**src/rtl/huffman_encoder.sv**
```systemverilog
// Truncated-unary prefix encoder for symbols 0-7: a small symbol FIFO
// feeds a serializer that emits one code bit per bit handshake, MSB-first.
module huffman_encoder #(
    parameter int unsigned FIFO_DEPTH = 4,
    parameter int unsigned CNT_W      = 3
) (
    input  logic             clk,
    input  logic             rst_n,
    input  logic [7:0]       sym_in,
    input  logic             sym_valid,
    output logic             sym_ready,
    output logic             bit_out,
    output logic             bit_valid,
    input  logic             bit_ready,
    output logic             sym_err,
    output logic             busy,
    output logic [CNT_W-1:0] fifo_count
);

    localparam int unsigned PTR_W = (FIFO_DEPTH > 1) ? $clog2(FIFO_DEPTH) : 1;

    typedef enum logic {IDLE, SHIFT} state_e;

    state_e           state_q;
    logic [2:0]       mem_q [FIFO_DEPTH];
    logic [PTR_W-1:0] wr_q, rd_q;
    logic [CNT_W-1:0] count_q, count_d;
    logic [2:0]       cur_q, cnt_q, head;
    logic             sym_ready_q, bit_out_q, sym_err_q, busy_q;
    logic             accept, legal, push, pop, last, active_d;

    // Handshake decode, pop decision and next FIFO occupancy.
    always_comb begin
        accept   = sym_valid && sym_ready_q;
        legal    = (sym_in[7:3] == 5'd0);
        push     = accept && legal;
        head     = mem_q[rd_q];
        last     = (cur_q == 3'd7) ? (cnt_q == 3'd6) : (cnt_q == cur_q);
        pop      = (count_q != '0) && ((state_q == IDLE) || (bit_ready && last));
        active_d = (state_q == SHIFT);
        if (pop) begin
            active_d = 1'b1;
        end else if ((state_q == SHIFT) && bit_ready && last) begin
            active_d = 1'b0;
        end
        count_d  = count_q + CNT_W'(push) - CNT_W'(pop);
    end

    // Symbol storage needs no reset; occupancy is tracked by the pointers.
    always_ff @(posedge clk) begin
        if (push) begin
            mem_q[wr_q] <= sym_in[2:0];
        end
    end

    always_ff @(posedge clk) begin
        if (!rst_n) begin
            state_q     <= IDLE;
            wr_q        <= '0;
            rd_q        <= '0;
            count_q     <= '0;
            cur_q       <= '0;
            cnt_q       <= '0;
            sym_ready_q <= 1'b0;
            bit_out_q   <= 1'b0;
            sym_err_q   <= 1'b0;
            busy_q      <= 1'b0;
        end else begin
            if (push) begin
                wr_q <= wr_q + PTR_W'(1);
            end
            if (pop) begin
                rd_q <= rd_q + PTR_W'(1);
            end
            count_q     <= count_d;
            sym_ready_q <= (count_d < CNT_W'(FIFO_DEPTH));
            sym_err_q   <= accept && !legal;
            busy_q      <= active_d || (count_d != '0);

            // bit_out is registered as (cnt < cur_sym) of the next state.
            case (state_q)
                IDLE: begin
                    if (pop) begin
                        cur_q     <= head;
                        cnt_q     <= '0;
                        bit_out_q <= (head != 3'd0);
                        state_q   <= SHIFT;
                    end
                end
                SHIFT: begin
                    if (bit_ready) begin
                        if (!last) begin
                            cnt_q     <= cnt_q + 3'd1;
                            bit_out_q <= (({1'b0, cnt_q} + 4'd1) < {1'b0, cur_q});
                        end else if (pop) begin
                            cur_q     <= head;
                            cnt_q     <= '0;
                            bit_out_q <= (head != 3'd0);
                        end else begin
                            state_q   <= IDLE;
                        end
                    end
                end
            endcase
        end
    end

    assign sym_ready  = sym_ready_q;
    assign bit_out    = bit_out_q;
    assign bit_valid  = (state_q == SHIFT);
    assign sym_err    = sym_err_q;
    assign busy       = busy_q;
    assign fifo_count = count_q;

endmodule

```
**config.mk**
```make
export PLATFORM = sky130hd
export DESIGN_NAME = huffman_encoder
export DESIGN_NICKNAME = d
export VERILOG_FILES = /design/src/rtl/huffman_encoder.sv
export SDC_FILE = /design/constraint.sdc
export NUM_CORES = 1
export LEC_CHECK = 0
export CORE_ASPECT_RATIO = 1.25
export CORE_UTILIZATION = 55
export DETAILED_ROUTE_END_ITERATION = 8
export PLACE_DENSITY = 0.77
export SLEW_MARGIN = 20
export SYNTH_ARGS = -nofsm -noshare
export SYNTH_HDL_FRONTEND = slang
export SYNTH_SLANG_ARGS = --single-unit
```
**constraint.sdc**
```tcl
create_clock -name clk -period 8 [get_ports clk]
set_input_delay 1.6 -clock clk [delete_from_list [all_inputs] [get_ports clk]]
set_output_delay 1.6 -clock clk [all_outputs]
set_load 0.05 [all_outputs]
```
# After elaboration in Yosys (flattened, before gate mapping)
# Memory sizes are Yosys's and may differ from the RTL's. A register that Yosys moved wholly into a read port is not among the register bits.
# Cells that the tools add are included.
[totals]
register_bits = 18
ramBits = 12
output_inout_bits = 8
elab_cells = 63
mem_count = 1
[memory_table]
columns = ["name", "depth", "word_bits", "rd", "rd_clocked_by_memory_dff", "write_ports", "line_no", "rtl"]
rows = [
  ["mem_q", 4, 3, 1, 1, 1, "25", "logic [2:0] mem_q [FIFO_DEPTH];"],
]
[classes]
n_addsub = 6
n_lt_le_gt_ge = 2
n_eq_ne = 5
n_mux = 23
bitwise = 1
reduce_logical = 15
[ops]
columns = ["op", "n"]
rows = [
  ["$mux 3", 6],
  ["$pmux 3 s2", 2],
  ["$mux 1", 11],
  ["$reduce_bool 3->1", 3],
  ["$logic_and 1x1->1", 7],
  ["$eq 3x3->1 const B", 2],
  ["$logic_not 5->1", 1],
  ["$add 2x1->2 const B", 2],
  ["$add 3x1->4 const B", 1],
  ["$lt 4x3->1", 1],
  ["$mux 2", 2],
  ["$pmux 1 s2", 2],
  ["$add 3x1->3", 1],
  ["$add 3x1->3 const B", 1],
  ["$eq 3x3->1", 1],
  ["$lt 3x3->1 const B", 1],
  ["$sub 3x1->3", 1],
  ["$logic_or 1x1->1", 2],
  ["$ne 2x1->1 const B", 1],
  ["$ne 2x2->1 const B", 1],
  ["$reduce_and 2->1", 1],
  ["$logic_not 1->1", 1],
  ["$not 1->1", 1],
]

# Longest topological paths before layout
# Gate-level depths: netlist of the first run.
[logic_depth]
ltp_word = 9
mapped_depth = 14

# Worst setup path before layout of the first run
# No wires, ideal clock.
[synth_timing]
kind = "input-to-reg"
startpoint = "in sym_in[3]"
endpoint = "reg busy_q, in the netlist busy"
setup_time_ns = 0.124
arrival_ns = 3.931
t_required_ns = 7.876
slack_ns = 3.944
cell_stages = 13
path_buffers = 1
cell_sequence = "or4_1 -> nor2_1 -> and3_1 -> buf_2 -> inv_2 -> ha_1 -> inv_1 -> ha_1 -> fa_1 -> xnor2_1 -> xnor2_1 -> nor4_1 -> a21boi_1"
[synth_between]
elab_chain_len = 6
[synth_rtl]
columns = ["element", "line_no", "rtl"]
rows = [
  ["start, declared", "9", "input logic [7:0] sym_in,"],
  ["$logic_not 5->1", "35", "legal = (sym_in[7:3] == 5'd0);"],
  ["$logic_and 1x1->1", "36", "push = accept && legal;"],
  ["$add 3x1->3", "46", "count_d = count_q + CNT_W'(push) - CNT_W'(pop);"],
  ["$sub 3x1->3", "46", ""],
  ["$reduce_bool 3->1", "78", "busy_q <= active_d || (count_d != '0);"],
  ["$logic_or 1x1->1", "78", ""],
  ["end signal, assigned", "78", ""],
  ["end, declared", "29", "logic sym_ready_q, bit_out_q, sym_err_q, busy_q;"],
]
# No other way between the ends.
# A chain may end at the register's enable or synchronous reset.

# Worst setup path in the final report of the first run
# Ends and elaborated chain as after synthesis.

==> results of run 1 <==
==> layout make-up <==
type / count / area (um2) / area share, %
Clock buffer: 5 / 37.5 / 1.95
Inverter: 12 / 45.0 / 2.34
Timing Repair Buffer: 19 / 190 / 9.88
Clock inverter: 3 / 42.5 / 2.21
Sequential cell: 32 / 761 / 39.5
Multi-Input combinational cell: 96 / 807 / 41.9
Tap cell: 34 / 42.5 / 2.21
==> per-layer routing <==
metal  up-vias  part of all wire, %  global-route usage [%]
met5         -                    0                       0
met4         0                  2.3                    11.5
met3         6                  3.0                    6.52
met2        14                   54                    36.8
met1       525                   41                    23.0
li1        559                    -                       -
==> cells by family after synthesis <==
kind of cell,Yosys count
AND/OR/NAND/NOR,44
flip-flops,32
AO/OA/AOI/OAI,25
buffers and inverters,18
multiplexers,11
adder cells (fa/ha/maj),10
XOR/XNOR,6
==> Yosys cell counts (2+ instances only) <==
master,count
o21ai_1,2
mux2i_1,8
nor2_1,4
nand2b_1,4
and3_1,2
inv_2,2
clkbuf_1,3
mux4_2,2
nand3_1,2
dfxtp_1,20
buf_2,2
and2_1,8
or4_1,2
xnor2_1,4
nand2_1,11
a21oi_1,3
o21ai_0,2
nor2b_1,3
xor2_1,2
edfxtp_1,12
o2111a_1,2
ha_1,9
a21boi_1,3
inv_1,10
==> metrics by stage <==
step	setup slack (ps)	instances	cell area, um2	hold WS (ps)
floorplan	3940	146	1640	445
global placement	3520	193	1850	438
detailed placement	3350	193	1850	466
CTS	3710	201	1930	480
global route	3490	201	1930	494
finish	3720	201	1930	476
==> sequential cells by signal, summed over array words and instances (netlist names), named ones only <==
name / count
mem_q: 12
busy: 1
bit_valid: 1
fifo_count: 3
rd_q: 2
sym_err: 1
cnt_q: 3
cur_q: 3
bit_out: 1
sym_ready: 1
wr_q: 2
==> final timing paths <==
path,cells past startpoint,to,from
setup / recovery,13,busy,sym_in[3]
hold / removal,2,sym_err,sym_ready
setup reg to reg,13,busy,cnt_q[2]
hold reg to reg,2,sym_err,sym_ready
==> power groups by stage <==
stage               Clock [mW]  Sequential, mW  Combinational, mW
floorplan                    0           0.281              0.210
global placement             0           0.238              0.319
detailed placement           0           0.239              0.326
CTS                      0.126           0.235              0.328
global route             0.131           0.241              0.360
finish                   0.123           0.235              0.326
==> critical path: stages <==
cell and delay [ps]:
clkdlybuf4s50_1 390, or4_1 520, nor2_1 140, and3_1 310, inv_2 50, ha_1 280, inv_1 40, ha_1 180
fa_1 380, xnor2_1 190, xnor2_1 120, nor4_1 210, a21boi_1 110
==> summary.md, run 1 <==
| Metric | Value |
|---|---|
| Outcome | `completed` |
| Global route overflow | `0` |
| Number of max-cap violations | `0` |
| CTS sink count | `32` |
| Antenna cells | `0` |
| Die width | `50.9 um` |
| RePlAce Congestion | `0.706` |
| Worst Path Max Fanout | `7` |
| Critical Path End Type | `flop` |
| Power per cell area | `355 mW/mm2` |
| Syn nets | `168` |
| Synth Area in Simple Gates | `15.9%` |
| Drt pass-1 iters | `4` |
| Setup total negative slack | `0 ps` |
| Synth Cell Area | `0.00164 mm2` |
| Switching Share | `40.8%` |
| # rows | `21` |
| Commonest non-fill, non-tap cell in the layout | `dfxtp_1` |
| First-pass GRT wire length | `4910 um` |
| Final setup violation count | `0` |
| CTS root buf | `clkbuf_4` |
| Post-synthesis mux area share | `9.22%` |
| Fraction of the mapped netlist area in adder cells | `8.08%` |
| P_sw | `279 uW` |
| Vias per std cell | `5.49` |
| CP Launch Type | `input pin` |
| Yosys top cell area share | `24.4%` |
| Max Slew Vio Count | `0` |
| Fmax | `233 MHz` |
| I/O pin cnt | `20` |
| Average wire per standard cell | `13.9 um` |
| Post-synth ARST share | `0%` |
| Vias | `1104` |
| Postcts setup bufs | `0` |
| Clk_skew | `7.17 ps` |
| Port bufs | `19` |
| Post-DP HPWL | `2110 um` |
| WS Path Type | `in2reg` |
| Post-layout util | `69.8%` |
| Period Utilization, post-route | `53.6%` |
| EDFF count, synth | `12` |
| Largest net degree at the start of global routing | `25` |
| Main combinational cell family by area after synthesis | `simple AND/OR/NAND/NOR gates` |
| Combinational Power Share | `47.7%` |
| Reg power frac | `34.4%` |
| Share of layout cells above drive strength 1 | `10.2%` |
| Max-slew headroom | `51.2%` |
| Distinct cells, synth | `48` |
| Slew @ Worst Pin | `730 ps` |
| Total CTS buffers | `5` |
| Clock transition at path regs | `100 ps` |
| Antenna violations before repair | `0` |
| Worst VDD drop | `0.283 mV` |
| Clk buf depth | `2` |
| Complex-gate fraction of the synthesized area | `12.8%` |
| Flops & latches, synth | `32` |
| Syn Area/Cell | `11.2 um2` |
| Endpoints failing hold | `0` |
| Pleak | `0.752 nW` |
| Tot Pwr | `684 uW` |
| DRC | `0` |
| Initial Util | `59.5%` |
| RSZ-0062 raised after global routing | `false` |
| Final wirelength | `2790 um` |
| Flop2flop setup slack | `4890 ps` |
| Post-CTS resize count | `0` |
| Initial DRC count | `16` |
| Area of the core | `0.00276 mm2` |
| Vias in the first global route | `1125` |
| Die Ht | `63.1 um` |
| Most frequent cells in the layout | `20 x dfxtp_1, 19 x clkdlybuf4s50_1, 12 x edfxtp_1` |
| Clock network fraction of design power | `17.9%` |
| Synth area leader | `dfxtp_1` |
| Hold Path Class | `reg2reg` |
| Routed Antenna Nets | `0` |
| Syn Inst Count | `146` |
| Sequential share of the synthesized area | `46.3%` |
| Synthesis Warnings | `0` |
| Die ar. | `0.00321 mm2` |
| Worst-Skew Late Latency | `340 ps` |
| Critical Path AT | `4520 ps` |
| Filler instances | `215` |
| CTS tree | `built` |
| Worst EP required | `8230 ps` |
| Top_reg_cell synth | `dfxtp_1` |
| Top post-synthesis cells by area | `dfxtp_1 24%, edfxtp_1 22%, ha_1 6.9%` |
| GRT Util Overall | `21.4%` |
| Area growth, synth to finish | `17.3%` |
| Minimum clock period | `4280 ps` |
| Post-Synth XOR/XNOR Area | `3.20%` |
| H-tree depth | `2` |
| Nets | `188` |
| P_int | `405 uW` |
| Hold buffer count at CTS | `0` |
Power figures use the tool's default switching activity.
==> run 2: changes to the inputs <==
--- a/config.mk
+++ b/config.mk
@@ -6,9 +6,9 @@
 export NUM_CORES = 1
 export LEC_CHECK = 0
 export CORE_ASPECT_RATIO = 1.25
-export CORE_UTILIZATION = 55
+export CORE_UTILIZATION = 54
 export DETAILED_ROUTE_END_ITERATION = 8
-export PLACE_DENSITY = 0.77
+export PLACE_DENSITY = 0.76
 export SLEW_MARGIN = 20
 export SYNTH_ARGS = -nofsm -noshare
 export SYNTH_HDL_FRONTEND = slang
==> constraint.sdc (replaced) <==
create_clock -name clk -period 4.09 [get_ports clk]
set_input_delay 0.818 -clock clk [delete_from_list [all_inputs] [get_ports clk]]
set_output_delay 0.818 -clock clk [all_outputs]
set_load 0.05 [all_outputs]
==> run 2 against run 1 <==
Against the previous run:
- final cell count grew 1.0%
- power is 97% higher
- largest power group unchanged
- worst hold slack got worse by 3.0 ps
- global-route usage is 0.10 points higher
- sequential power grew 96%
- non-clock buffer count stayed put
- sequential share of layout area about the same
- largest cell class unchanged
- critical path depth did not move
- highest routed layer unchanged
- count of clock-buffer cells in the layout rose by 1
- register-to-register slack worse by 3900 ps
- combinational power up 100%
- sequential cell count is the same
==> summary.md, run 2 (synthesized netlist as in run 1, its figures left out) <==
| Metric | Value |
|---|---|
| Post-DP HPWL | `2260 um` |
| Worst VDD drop | `0.553 mV` |
| CP delay by family, top | `simple AND/OR/NAND/NOR gates` |
| CP Launch Type | `input pin` |
| Routed Antenna Nets | `0` |
| Initial DRC count | `19` |
| Clk_skew | `6.76 ps` |
| First-pass GRT wire length | `5040 um` |
| Fmax | `287 MHz` |
| RSZ-0062 raised after global routing | `false` |
| Global route overflow | `0` |
| Post-DP Area | `0.00185 mm2` |
| Area growth, synth to finish | `17.2%` |
| Initial Util | `56.3%` |
| Clock transition at path regs | `90 ps` |
| WP depth | `13` |
| Filler instances | `234` |
| Number of max-cap violations | `0` |
| CP max stage delay | `490 ps` |
| Reg-to-reg startpoint | `cnt_q[2]` |
| Antenna cells | `0` |
| Worst EP required | `4300 ps` |
| Max Slew Vio Count | `0` |
| RePlAce Congestion | `0.699` |
| Minimum clock period | `3480 ps` |
| Max reg flops | `12` |
| Vias | `1152` |
| Slew @ Worst Pin | `742 ps` |
| Port bufs | `19` |
| CTS root buf | `clkbuf_4` |
| Hold buffer count at CTS | `0` |
| CP bufs+invs | `3` |
| Final wirelength | `2970 um` |
| Critical Path AT | `3700 ps` |
| Total CTS buffers | `5` |
| H-tree depth | `2` |
| Area of the core | `0.00292 mm2` |
| R2R cell count | `13` |
| Clk buf depth | `2` |
| Share of layout cells above drive strength 1 | `9.58%` |
| Average wire per standard cell | `14.6 um` |
| Period Utilization, post-route | `85.1%` |
| Largest register by flop count | `mem_q` |
| GRT Util Overall | `21.5%` |
| Postcts setup bufs | `0` |
| Die width | `51.3 um` |
| Most frequent cells in the layout | `20 x dfxtp_1, 19 x clkdlybuf4s50_1, 12 x edfxtp_1` |
| I/O pin cnt | `20` |
| Worst r2r dst | `busy` |
| DRC | `0` |
| Die Ht | `63.6 um` |
| Largest net degree at the start of global routing | `25` |
| Die ar. | `0.00327 mm2` |
| CTS tree | `built` |
| Antenna violations before repair | `0` |
| Crit path to | `busy` |
| Final Instance Area | `0.00192 mm2` |
| # rows | `22` |
| Nets | `188` |
| Setup total negative slack | `0 ps` |
| Flop2flop setup slack | `940 ps` |
| Slowest CP cell | `or4_1` |
| Power per cell area | `700 mW/mm2` |
| Crit-path cells | `clkdlybuf4s50_1 -> or4_1 -> nor2_1 -> and3_1 -> inv_2 -> ha_1 -> inv_1 -> ha_1 -> fa_1 -> xnor2_1 -> xnor2_1 -> nor4_1 -> a21boi_1` |
| Worst-Skew Late Latency | `330 ps` |
| Post-CTS resize count | `0` |
| CTS sink count | `32` |
| Max-slew headroom | `50.4%` |
| Final setup violation count | `0` |
| Vias per std cell | `5.67` |
| Worst Path Max Fanout | `7` |
| FF+latch area | `761 um2` |
| Hold Path Class | `reg2reg` |
| Pre-CTS WS | `252 ps` |
| Pleak | `0.753 nW` |
| Vias in the first global route | `1109` |
| Crit path launch | `sym_in[6]` |
| Area of the multi-input gates | `807 um2` |
| Drt pass-1 iters | `4` |
| Post-route worst setup slack | `609 ps` |
| Endpoints failing hold | `0` |
| Outcome | `completed` |
| Commonest non-fill, non-tap cell in the layout | `dfxtp_1` |
| Critical Path End Type | `flop` |
| WS Path Type | `in2reg` |
[run 2: tightest hold or removal path, delay by kind of cell (launching register included)]
kind / cells / cell delay (ps)
flip-flops: 1 / 340
AND/OR/NAND/NOR: 2 / 100
[run 2: power by group]
| part | internal (mW) | switching [mW] |
|---|---|---|
| combinational | 0.274 | 0.381 |
| clock | 0.128 | 0.104 |
| sequential | 0.396 | 0.0651 |
[run 2: how the worst min path moves through the flow]
stage	from	endpoint	slack, ps	cells past startpoint
after CTS	sym_ready	sym_err	480	2
after global routing	sym_ready	sym_err	500	2
final	sym_ready	sym_err	470	2
after global placement	sym_ready	sym_err	450	2
after floorplan	rd_q[1]	flop	450	2
after detailed placement	sym_ready	sym_err	460	2
[run 2: stage by stage]
step	total power [mW]	cells	hold WS, ps	util [%]
finish	1.35	203	473	66.0
global route	1.44	203	501	66.0
CTS	1.36	203	478	66.0
detailed placement	1.12	195	462	63.3
global placement	1.09	195	453	63.3
floorplan	0.960	146	445	-
[run 2: per-layer routing]
layer | vias up | part of all wire [%] | wire length [um] | track usage, %
li1 | 564 | - | - | -
met1 | 558 | 38 | 1140 | 23.2
met4 | 0 | 1.7 | 49 | 8.11
met3 | 6 | 3.4 | 102 | 5.80
met2 | 24 | 57 | 1680 | 39.0
met5 | - | 0 | 0 | 0
[run 2: cell type report]
type | instances | area share [%]
Inverter | 12 | 2.34
Clock buffer | 6 | 2.15
Timing Repair Buffer | 19 | 9.88
Sequential cell | 32 | 39.5
Multi-Input combinational cell | 96 | 41.9
Clock inverter | 2 | 1.82
Tap cell | 36 | 2.34
